File: src/rtl/alu_issue_ctrl.sv
// alu_issue_ctrl: issue stage for the registered 16-bit ALU (myalu).
// Holds a small operand register file, issues one three-register instruction per
// valid/ready handshake, writes the ALU result back and latches the status flags.
// Optional immediate B operand: define ALU_ISSUE_IMM_EN to add in_use_imm/in_imm.
module alu_issue_ctrl #(
   parameter int unsigned NUMBITS = 16,
   parameter int unsigned ADDRW   = 3
) (
   input  logic               clk,
   input  logic               reset,
   input  logic               ld_en,
   input  logic [ADDRW-1:0]   ld_addr,
   input  logic [NUMBITS-1:0] ld_data,
   input  logic               in_valid,
   output logic               in_ready,
   input  logic [2:0]         in_op,
   input  logic [ADDRW-1:0]   in_rs1,
   input  logic [ADDRW-1:0]   in_rs2,
   input  logic [ADDRW-1:0]   in_rd,
`ifdef ALU_ISSUE_IMM_EN
   input  logic               in_use_imm,
   input  logic [NUMBITS-1:0] in_imm,
`endif
   output logic [NUMBITS-1:0] alu_a,
   output logic [NUMBITS-1:0] alu_b,
   output logic [2:0]         alu_opcode,
   input  logic [NUMBITS-1:0] alu_result,
   input  logic               alu_carryout,
   input  logic               alu_overflow,
   input  logic               alu_zero,
   output logic               done,
   output logic [NUMBITS-1:0] wb_data,
   output logic               flag_c,
   output logic               flag_v,
   output logic               flag_z,
   input  logic [ADDRW-1:0]   dbg_addr,
   output logic [NUMBITS-1:0] dbg_data
);

   localparam int unsigned NumRegs = 2 ** ADDRW;

   typedef enum logic [1:0] {StIdle, StExec, StWb} state_e;

   state_e             state_q, state_d;
   logic [NUMBITS-1:0] rf_q [NumRegs];
   logic [ADDRW-1:0]   rd_q;
   logic [NUMBITS-1:0] alu_a_q, alu_b_q, wb_data_q;
   logic [2:0]         alu_opcode_q;
   logic               done_q, flag_c_q, flag_v_q, flag_z_q;
   logic [NUMBITS-1:0] opnd_b;
   logic               accept;

   // FSM state register
   always_ff @(posedge clk or negedge reset) begin
      if (!reset) state_q <= StIdle;
      else        state_q <= state_d;
   end

   // FSM next state: a load in IDLE blocks issue for that cycle
   always_comb begin
      state_d = state_q;
      unique case (state_q)
         StIdle:  if (!ld_en && in_valid) state_d = StExec;
         StExec:  state_d = StWb;
         StWb:    state_d = StIdle;
         default: state_d = StIdle;
      endcase
   end

   // FSM outputs: handshake
   always_comb begin
      in_ready = (state_q == StIdle) && !ld_en;
      accept   = in_ready && in_valid;
   end

   // B operand source select
   always_comb begin
      opnd_b = rf_q[in_rs2];
`ifdef ALU_ISSUE_IMM_EN
      if (in_use_imm) opnd_b = in_imm;
`endif
   end

   // Operand/opcode capture on accept, result and flag capture in WB
   always_ff @(posedge clk or negedge reset) begin
      if (!reset) begin
         rd_q         <= '0;
         alu_a_q      <= '0;
         alu_b_q      <= '0;
         alu_opcode_q <= '0;
         wb_data_q    <= '0;
         done_q       <= 1'b0;
         flag_c_q     <= 1'b0;
         flag_v_q     <= 1'b0;
         flag_z_q     <= 1'b0;
      end else begin
         done_q <= (state_q == StWb);
         if (accept) begin
            rd_q         <= in_rd;
            alu_a_q      <= rf_q[in_rs1];
            alu_b_q      <= opnd_b;
            alu_opcode_q <= in_op;
         end
         // Flags update even when the destination is r0
         if (state_q == StWb) begin
            wb_data_q <= alu_result;
            flag_c_q  <= alu_carryout;
            flag_v_q  <= alu_overflow;
            flag_z_q  <= alu_zero;
         end
      end
   end

   // Register file; entry 0 is never written so it always reads 0
   always_ff @(posedge clk or negedge reset) begin
      if (!reset) begin
         for (int unsigned i = 0; i < NumRegs; i++) rf_q[i] <= '0;
      end else begin
         if (state_q == StIdle && ld_en && ld_addr != '0) begin
            rf_q[ld_addr] <= ld_data;
         end else if (state_q == StWb && rd_q != '0) begin
            rf_q[rd_q] <= alu_result;
         end
      end
   end

   assign alu_a      = alu_a_q;
   assign alu_b      = alu_b_q;
   assign alu_opcode = alu_opcode_q;
   assign done       = done_q;
   assign wb_data    = wb_data_q;
   assign flag_c     = flag_c_q;
   assign flag_v     = flag_v_q;
   assign flag_z     = flag_z_q;
   assign dbg_data   = rf_q[dbg_addr];

endmodule

File: config.mk
export PLATFORM = sky130hd
export DESIGN_NAME = alu_issue_ctrl
export DESIGN_NICKNAME = d
export VERILOG_FILES = /design/src/rtl/alu_issue_ctrl.sv
export SDC_FILE = /design/constraint.sdc
export NUM_CORES = 1
export LEC_CHECK = 0
export CAP_MARGIN = 20
export CORE_MARGIN = 2
export CORE_UTILIZATION = 57
export DETAILED_ROUTE_END_ITERATION = 8
export PLACE_DENSITY = 0.79
export SLEW_MARGIN = 20
export SYNTH_ARGS = -nofsm -noshare
export SYNTH_HDL_FRONTEND = slang
export SYNTH_SLANG_ARGS = --single-unit
File: constraint.sdc
create_clock -name clk -period 2.36 [get_ports clk]
set_input_delay 0.354 -clock clk [delete_from_list [all_inputs] [get_ports clk]]
set_output_delay 0.354 -clock clk [all_outputs]
set_load 0.02 [all_outputs]
==> summary.txt, run 1 <==
Synth
  – Post-synth cell types: between 40 and 50
  – EDFF count, synth: 0
  – Synth Register Bits: 188
  – Syn Inst Count: 920
  – Yosys warnings: 0
  – Top FF cell, synth: dfrtp_1
  – Syn Nets: between 900 and 1k
  – Sequential share of the synthesized area: between 40% and 50%
  – Avg Cell Area, Syn: around 12 µm²
  – Post-Syn Area: 10800 µm²
  – Post-synth ARST share: 100%

Timing
  – Crit share post-route: between 90% and 100%
  – Final setup fails: 0
  – Unrepaired setup endpoints after global routing: false
  – Slew Viols, Final: 0
  – Final worst slack: 0.0364 ns
  – Final hold vios: 0
  – Clock Skews: approximately 0.006 ns
  – Hold slack: approximately 0.42 ns
  – FMAX: roughly 430 MHz
  – Setup Total Neg Slack: 0 ns
  – Final Critical Period: 2.32 ns
  – Slew HR: around three fifths
  – Worst-Margin Slew: roughly 0.6 ns

Worst setup path
  – CP Data Arrival Time: 1.97 ns
  – Startpoint type of the worst setup path: register
  – Critical path fanouts, max: 4
  – Worst setup path category: register to primary output
  – CP Data Required Time: 2.01 ns
  – Worst setup EP type: primary output

Global route
  – Global Route Usage Sum: between 30 and 40%
  – Largest net degree at the start of global routing: around 60
  – Total gr overflow: 0
  – Vias in the first global route: between 8k and 9k
  – Global-route wire length before repair: 50700 µm
  – Initial antenna violation count: 1

Power
  – Power Dens Cells: around 960 nW/µm²
  – Tot Pwr: approximately 13 mW
  – LEAKAGE: about 5.8 nW
  – IR drop worst, VDD: a little under 0.0006 V

Floorplan
  – FP Rows: 50
  – I/O pin count: 129
  – Full die area: 20100 µm²
  – Initial Utilization: approximately 58%
  – Width of the die: roughly 140 µm
  – Die height: ~140 µm
  – Placeable Area: around 19000 µm²

Finish
  – Share of cells above drive strength 1: a little under a quarter
  – Fill count: between 1k and 1.5k
  – Area grow syn2layout: 23.7%
  – Final Util: between 70% and 80%
  – FF/Latch Area: 4700 µm²
  – Post-route cell area: roughly 13000 µm²
  – Commonest cells after routing, fill and taps aside: 188 x dfrtp_1, 172 x nand2_1, 107 x clkdlybuf4s50_1
  – Final non-filler cell total: about 1.3k
  – Multi-input logic area: 5330 µm²
  – Commonest non-fill, non-tap cell in the layout: dfrtp_1
  – Final net count: between 1k and 1.5k

Route
  – Number of remaining DRC errors: 0
  – DRT antenna net count: 0
  – Via count: a little under 9k
  – Drt via density: a little under 7
  – Drt first pass iters: 7
  – WL final: approximately 33000 µm
  – DR iter-0 viols: roughly 1.0k
  – Routed WL per cell: around 25 µm

CTS
  – Root buf cell: clkbuf_16
  – Post-CTS setup buffers: 0
  – Sink Count: around 190
  – Inserted Clock Buffers: 17
  – Clock Pin Slew Worst Setup and Hold Paths: around 0.070 ns
  – CTS HTree Levels: 4
  – CTS tree: done
  – Longest Clk Path Bufs: 2
  – Clock latency on the worst-skew pair: 0.43 ns

Place
  – Area after DPL: around 13000 µm²
  – Port buffer count: 128
  – Post-detailed-placement half-perimeter wirelength: between 20000 and 25000 µm
  – Worst slack at placement: -0.287 ns
  – Routability cong.: 0.906
  – Dpl cells: ~1.3k

Job
  – Max-Cap Viols: 0

Outcome
  – Status: finished, final reports clean

Worst hold path
  – Worst hold path type: register to register
==> area by class of cell <==
type / count / share of cell area (%)
timing repair buffer: 182 / 15.0
antenna: 1 / 0.0187
clock inverter: 9 / 1.18
tap: 234 / 2.19
inverter: 98 / 2.75
sequential: 188 / 35.2
clock buffer: 23 / 3.65
multi-input combinational: 553 / 39.9
==> timing repair <==
action,CTS,global route
endpoints found under the setup margin,16,0
hold endpoints to repair,56,0
hold buffers,1,0
resized for setup,19,0
==> cells in the mapped netlist (4+ instances only) <==
cell | number | area, µm²
nand2_1 | 172 | 646
a22o_1 | 17 | 149
mux2_2 | 27 | 304
mux2i_1 | 32 | 320
nor2_1 | 35 | 131
buf_1 | 11 | 41.3
mux4_2 | 96 | 2160
nor2b_1 | 4 | 25.0
buf_6 | 6 | 67.6
mux2_1 | 10 | 113
dfrtp_1 | 188 | 4700
o221ai_1 | 76 | 666
o221ai_2 | 20 | 300
clkbuf_1 | 32 | 120
inv_1 | 97 | 364
buf_2 | 30 | 150
a21oi_1 | 32 | 160
==> metal layers <==
metal / part of all wire (%) / track usage, % / vias up
met5: 0 / 0 / -
met4: 3.2 / 13.5 / 0
met3: 13 / 10.9 / 105
met2: 46 / 52.1 / 713
met1: 37 / 45.5 / 4350
li1: - / - / 3630
==> worst max-delay path, stage by stage (launching register included) <==
cell and delay, ns:
dfrtp_1 0.46, mux4_2 0.48, mux2_2 0.28, dlygate4sd2_1 0.32
==> cell families after synthesis <==
| group | after synthesis | synth area share (%) |
|---|---|---|
| AOI/OAI and AO/OA | 159 | 13.5 |
| DFF | 188 | 43.6 |
| muxes | 165 | 26.8 |
| and+or+nand+nor | 229 | 9.04 |
| buffers and inverters | 179 | 7.06 |
==> sequential cells by signal, indices dropped and copies added, names as in the netlist <==
name        cells
done            1
wb_data        16
flag_c          1
alu_opcode      3
state_q         2
flag_z          1
alu_b          16
flag_v          1
rf_q          128
alu_a          16
rd_q            3
==> final timing paths <==
kind | startpoint | endpoint | slack, ns | depth (start not counted)
min in group asynchronous | reset | rf_q[34]$_DFFE_PN0P_ | 0.49 | 2
worst min register to register | rf_q[123]$_DFFE_PN0P_ | rf_q[123]$_DFFE_PN0P_ | 0.42 | 0
worst min-delay path | rf_q[123]$_DFFE_PN0P_ | rf_q[123]$_DFFE_PN0P_ | 0.42 | 0
worst max-delay path | rf_q[24]$_DFFE_PN0P_ | dbg_data[8] | 0.04 | 3
max in group asynchronous | reset | flag_c$_DFFE_PN0P_ | 1.15 | 3
worst max register to register | state_q[1]$_DFFE_PN0P_ | rf_q[88]$_DFFE_PN0P_ | 0.43 | 6
==> report_power, final <==
part	leakage (nW)	switching [mW]	total (mW)	internal (mW)
Sequential	2.31	1.00	5.19	4.18
Combinational	3.15	2.07	4.47	2.40
Clock	0.310	1.26	3.16	1.89
Total	5.78	4.34	12.8	8.48
(Power assumes the default switching activity.)
==> run 2: changes to the inputs <==
--- a/config.mk
+++ b/config.mk
@@ -6,6 +6,7 @@
 export NUM_CORES = 1
 export LEC_CHECK = 0
 export CAP_MARGIN = 20
+export CORE_ASPECT_RATIO = 2
 export CORE_MARGIN = 2
 export CORE_UTILIZATION = 57
 export DETAILED_ROUTE_END_ITERATION = 8
==> run 2 against run 1 <==
Compared with the run above:
- sequential share of layout area is 0.084 points lower
- non-clock buffer count is 12 higher
- largest power group unchanged
- design area increased by 0.32%
- final cell count decreased by 0.31%
- combinational power rose by 0.9%
- via count grew 0.58%
- wire length rose by 2.5%
- die area grew 0.33%
- critical path type unchanged
- fmax down 0.83%
==> summary.txt, run 2 (synthesized netlist as in run 1, its figures left out) <==
Outcome
  – Status: finished, final reports clean

Route
  – Routed WL per cell: between 20 and 30 µm
  – Drt via density: approximately 7
  – Number of remaining DRC errors: 0
  – Drt first pass iters: 5
  – DRT antenna net count: 0
  – Via count: between 8k and 9k
  – WL final: 33700 µm
  – DR iter-0 viols: roughly 800

Worst setup path
  – Reg2Reg Setup Slack: around 0.4 ns
  – Origin of the worst setup path: rf_q[96]$_DFFE_PN0P_
  – R2r startpoint: state_q[1]$_DFFE_PN0P_
  – Critical path fanouts, max: 4
  – WP buf/inv: 1
  – WP depth: 3
  – CP peak stage delay: about 0.48 ns
  – Worst setup EP type: primary output
  – CP Data Arrival Time: a little under 2 ns
  – Worst setup path category: register to primary output
  – CP Data Required Time: 2.01 ns
  – R2r worst-path depth: 6
  – Cell family with most CP delay: multiplexers
  – Slowest-stage cell, CP: mux4_2
  – Startpoint type of the worst setup path: register
  – Worst-path cell chain: mux4_2 > mux2_2 > dlygate4sd2_1
  – CP endpoint: dbg_data[0]
  – Crit Reg-Reg Endpoint: rf_q[51]$_DFFE_PN0P_

CTS
  – Sink Count: around 190
  – Clock Pin Slew Worst Setup and Hold Paths: 0.07 ns
  – Longest Clk Path Bufs: 2
  – Inserted Clock Buffers: 17
  – Clock latency on the worst-skew pair: ~0.44 ns
  – CTS HTree Levels: 4
  – Root buf cell: clkbuf_16
  – CTS tree: done

Timing
  – Final worst slack: between 0.015 and 0.02 ns
  – Crit share post-route: between 90% and 100%
  – Final Critical Period: about 2.3 ns
  – Unrepaired setup endpoints after global routing: false
  – Slew HR: 64.6%
  – Clock Skews: approximately 0.012 ns
  – Setup Total Neg Slack: 0 ns
  – Slew Viols, Final: 0
  – FMAX: approximately 430 MHz
  – Final setup fails: 0
  – Final hold vios: 0
  – Worst-Margin Slew: around 0.53 ns

Power
  – IR drop worst, VDD: roughly 0.00045 V
  – LEAKAGE: ~5.8 nW
  – Combinational power share: 36.1%
  – Clk pwr share: about 23%
  – Flop pwr share: between 40% and 50%
  – Switching pwr: 4.44 mW
  – Power Dens Cells: 932 nW/µm²
  – Design internal power: ~8 mW
  – Tot Pwr: between 10 and 15 mW
  – Switching Fraction: ~36%

Finish
  – Final net count: 1109
  – Commonest non-fill, non-tap cell in the layout: dfrtp_1
  – Largest register FFs: roughly 130
  – Area grow syn2layout: 24.1%
  – Share of cells above drive strength 1: roughly a quarter
  – Inserted Diodes: 0
  – Commonest cells after routing, fill and taps aside: 185 x dfrtp_1, 172 x nand2_1, 107 x clkdlybuf4s50_1
  – Reg with most FFs: rf_q

Global route
  – Global-route wire length before repair: 52600 µm
  – Total gr overflow: 0
  – Global Route Usage Sum: between 30% and 40%
  – Largest net degree at the start of global routing: between 60 and 70
  – Vias in the first global route: ~9.3k
  – Initial antenna violation count: 0

Floorplan
  – I/O pin count: roughly 130
  – FP Rows: just over 70
  – Die height: between 150 and 200 µm
  – Initial Utilization: 57.9%
  – Full die area: just over 20000 µm²
  – Width of the die: 101 µm
  – Placeable Area: 18700 µm²

Worst hold path
  – Worst hold path type: input pin to async pin

Place
  – Routability cong.: 0.973
  – Worst slack at placement: -0.292 ns
  – Post-detailed-placement half-perimeter wirelength: 22100 µm
  – Port buffer count: around 130

Job
  – Max-Cap Viols: 0
-- run 2: metrics by stage --
stage	utilization [%]	std cells	instance area (µm²)	hold WS (ns)
finish	71.8	1284	13400	0.430
global placement	68.6	1250	12800	0.361
CTS	71.8	1284	13400	0.427
floorplan	-	920	10800	0.0584
detailed placement	68.6	1250	12800	0.358
global route	71.8	1284	13400	0.440
-- run 2: metal layers --
| layer | track usage, % | wire length, µm | vias up |
|---|---|---|---|
| li1 | - | - | 3640 |
| met1 | 40.8 | 10900 | 4333 |
| met4 | 22.9 | 2370 | 0 |
| met2 | 58.8 | 17400 | 680 |
| met5 | 0 | 0 | - |
| met3 | 7.13 | 2970 | 196 |
-- run 2: layout make-up --
type / count / area [µm²]
Clock buffer: 18 / 439
Clock inverter: 14 / 125
Fill cell: 1251 / 5260
Inverter: 98 / 368
Multi-Input combinational cell: 553 / 5330
Sequential cell: 188 / 4710
Tap cell: 219 / 274
Timing Repair Buffer: 194 / 2150
-- run 2: how the worst min path moves through the flow --
stage / from / end / slack [ns]
after floorplan: reset / alu_a[0]$_DFFE_PN0P_ / 0.06
after global placement: reset / rf_q[11]$_DFFE_PN0P_ / 0.36
after detailed placement: reset / rf_q[11]$_DFFE_PN0P_ / 0.36
after CTS: rf_q[118]$_DFFE_PN0P_ / rf_q[118]$_DFFE_PN0P_ / 0.43
after global routing: rf_q[118]$_DFFE_PN0P_ / rf_q[118]$_DFFE_PN0P_ / 0.44
final: reset / rf_q[91]$_DFFE_PN0P_ / 0.43
-- run 2: power groups by stage --
stage / combinational [mW] / sequential (mW) / clock (mW)
5_1_grt: 4.85 / 5.24 / 2.94
3_3_place_gp: 4.40 / 5.07 / 0
2_1_floorplan: 2.60 / 5.16 / 0
3_5_place_dp: 4.53 / 5.14 / 0
4_1_cts: 4.51 / 5.09 / 2.82
6_report: 4.51 / 5.17 / 2.81
-- run 2: worst register-to-register path, cell delays in order (launching register included) --
cell,delay [ns]
dfrtp_1,0.45
or4b_1,0.53
buf_4,0.21
nor2_8,0.16
o211ai_4,0.12
buf_12,0.18
o221ai_1,0.21
-- run 2: repair_timing --
action / in CTS / in global routing
setup buffers: 0 / 0
resized for setup: 17 / 4
gates cloned: 1 / 0
hold endpoints to repair: 53 / 0
setup endpoints to repair: 16 / 3
hold buffers: 1 / 0
==> run 3: changes to the inputs <==
--- a/config.mk
+++ b/config.mk
@@ -7,9 +7,10 @@
 export LEC_CHECK = 0
 export CAP_MARGIN = 20
 export CORE_ASPECT_RATIO = 2
-export CORE_MARGIN = 2
-export CORE_UTILIZATION = 57
+export CORE_MARGIN = 1.5
+export CORE_UTILIZATION = 65
 export DETAILED_ROUTE_END_ITERATION = 8
+export DONT_BUFFER_PORTS = 1
 export PLACE_DENSITY = 0.79
 export SLEW_MARGIN = 20
 export SYNTH_ARGS = -nofsm -noshare
==> run 3 against run 2 <==
Compared with the run above:
- final cell count decreased by 14%
- the flow now finishes with violations (hold timing)
- combinational power is 33% lower
- die area decreased by 13%
- total power decreased by 7.8%
- critical path type is now register to register
- critical path depth up 1
- register-to-register slack got worse by 0.25 ns
- clock skew decreased by 0.0023 ns
- fmax increased by 6.7%
- worst hold slack lost 0.83 ns
- design area is 15% lower
- largest power group unchanged
- global-route usage grew 4.4 points
==> summary.txt, run 3 (synthesized netlist as in run 1, its figures left out) <==
Global route
  – Global-route wire length before repair: 49700 µm
  – Total gr overflow: 0
  – Initial antenna violation count: 0
  – Global Route Usage Sum: about two fifths
  – Largest net degree at the start of global routing: roughly 190
  – Vias in the first global route: approximately 9.0k

CTS
  – PostCTS Resize Cnt: 0
  – Longest Clk Path Bufs: 2
  – CTS HTree Levels: 4
  – Root buf cell: clkbuf_16
  – Post-CTS setup buffers: 0
  – Clock latency on the worst-skew pair: 0.44 ns
  – Inserted Clock Buffers: 17
  – Sink Count: around 190
  – Clock Pin Slew Worst Setup and Hold Paths: roughly 0.07 ns
  – CTS tree: done

Finish
  – Largest register FFs: ~130
  – Post-route cell area: between 10000 and 15000 µm²
  – Share of cells above drive strength 1: between 20% and 30%
  – Area grow syn2layout: 5.97%
  – Multi-input logic area: ~5300 µm²
  – Commonest non-fill, non-tap cell in the layout: dfrtp_1
  – Fill count: roughly 1.1k
  – FF/Latch Area: ~4700 µm²
  – Final non-filler cell total: 1100
  – Reg with most FFs: rf_q
  – Final net count: 940
  – Final Util: between 70% and 80%
  – Commonest cells after routing, fill and taps aside: 188 x dfrtp_1, 172 x nand2_1, 97 x inv_1
  – Inserted Diodes: 0

Worst setup path
  – CP peak stage delay: approximately 0.79 ns
  – Slowest-stage cell, CP: or4b_1
  – R2r worst-path depth: 4
  – Crit Reg-Reg Endpoint: rf_q[83]$_DFFE_PN0P_
  – Worst setup EP type: register
  – Critical path fanouts, max: 16
  – R2r startpoint: state_q[1]$_DFFE_PN0P_
  – Startpoint type of the worst setup path: register
  – Worst setup path category: register to register
  – Worst-path cell chain: or4b_1 > nor2_8 > a21o_2 > o221ai_1
  – CP Data Arrival Time: around 2.5 ns
  – CP Data Required Time: between 2 and 3 ns
  – Reg2Reg Setup Slack: approximately 0.16 ns

Floorplan
  – Width of the die: 94.1 µm
  – Initial Utilization: 66.4%
  – FP Rows: 66
  – I/O pin count: ~130
  – Placeable Area: 16300 µm²
  – Die height: between 150 and 200 µm
  – Full die area: 17400 µm²

Timing
  – Clock Skews: roughly 0.0096 ns
  – FMAX: 456 MHz
  – Final hold vios: between 150 and 200
  – Hold slack: -0.402 ns
  – Unrepaired setup endpoints after global routing: false
  – Final setup fails: 0
  – Setup Total Neg Slack: 0 ns
  – Slew Viols, Final: 0
  – Worst-Margin Slew: slightly above 0.9 ns
  – Crit share post-route: around 93%
  – Slew HR: around 39%
  – Final Critical Period: 2.20 ns

Power
  – LEAKAGE: ~5 nW
  – IR drop worst, VDD: 0.000637 V
  – Power Dens Cells: between 1000 and 1500 nW/µm²

Outcome
  – Violated checks: hold timing
  – Status: complete, but fails checks

Place
  – Dpl cells: approximately 1.1k
  – Post-detailed-placement half-perimeter wirelength: 21400 µm
  – Routability cong.: 0.981
  – Port buffer count: 0
  – Area after DPL: around 11000 µm²

Route
  – WL final: 32400 µm
  – Drt first pass iters: 5
  – DRT antenna net count: 0
  – Number of remaining DRC errors: 0
  – DR iter-0 viols: between 800 and 900
  – Via count: 8208
  – Drt via density: about 7.5
  – Routed WL per cell: roughly 30 µm

Job
  – Max-Cap Viols: 0

Worst hold path
  – Worst hold path type: input pin to async pin
-- run 3: cell types whose count changed in the layout (fill, tap and decap cells not counted), moves of 3 or more --
cell,before,now
buf_12,30,1
buf_2,3,0
buf_4,34,24
clkdlybuf4s50_1,107,0
dfrtp_1,185,188
dfrtp_2,3,0
dlygate4sd2_1,16,0
-- run 3: how the worst max path moves through the flow --
stage,startpoint,to,slack [ns],cells past startpoint
2_1_floorplan,dbg_addr[0],dbg_data[0],0.29,4
5_1_grt,state_q[1]$_DFFE_PN0P_,rf_q[57]$_DFFE_PN0P_,0.14,4
3_5_place_dp,state_q[1]$_DFFE_PN0P_,rf_q[49]$_DFFE_PN0P_,0.20,4
6_report,state_q[1]$_DFFE_PN0P_,rf_q[83]$_DFFE_PN0P_,0.16,4
4_1_cts,state_q[1]$_DFFE_PN0P_,rf_q[83]$_DFFE_PN0P_,0.19,4
3_3_place_gp,state_q[1]$_DFFE_PN0P_,rf_q[17]$_DFFE_PN0P_,0.29,4
-- run 3: critical path: cells and delay by family (launching register included) --
| family | cells | cell delay (ns) |
|---|---|---|
| DFF | 1 | 0.44 |
| AOI/OAI and AO/OA | 2 | 0.58 |
| and+or+nand+nor | 2 | 0.99 |
-- run 3: layer usage --
metal	track usage, %	routed length [µm]
met3	12.6	3360
met4	33.0	3050
met2	63.6	16200
met5	0	0
met1	41.8	9810
-- run 3: report_power, final --
part / internal [mW] / leakage, nW / total (mW) / switching, mW
Sequential: 4.18 / 2.31 / 5.59 / 1.41
Combinational: 1.69 / 2.35 / 3.03 / 1.34
Clock: 1.50 / 0.277 / 2.89 / 1.39
-- run 3: layout make-up --
type                    count  area share (%)
multi-input cells         553            46.6
repair buffers             25            1.75
clock inverters            14            1.33
well taps                 204            2.23
flip-flops and latches    188            41.1
clock buffers              18            3.75
inverters                  98            3.21
-- run 3: stage by stage --
| step | total power [mW] | hold WS, ns | setup WS, ns |
|---|---|---|---|
| global placement | 8.28 | 0.0635 | 0.289 |
| floorplan | 7.75 | 0.0584 | 0.291 |
| finish | 11.5 | -0.402 | 0.165 |
| detailed placement | 8.58 | 0.0635 | 0.202 |
| CTS | 11.5 | -0.407 | 0.194 |
| global route | 12.0 | -0.424 | 0.139 |
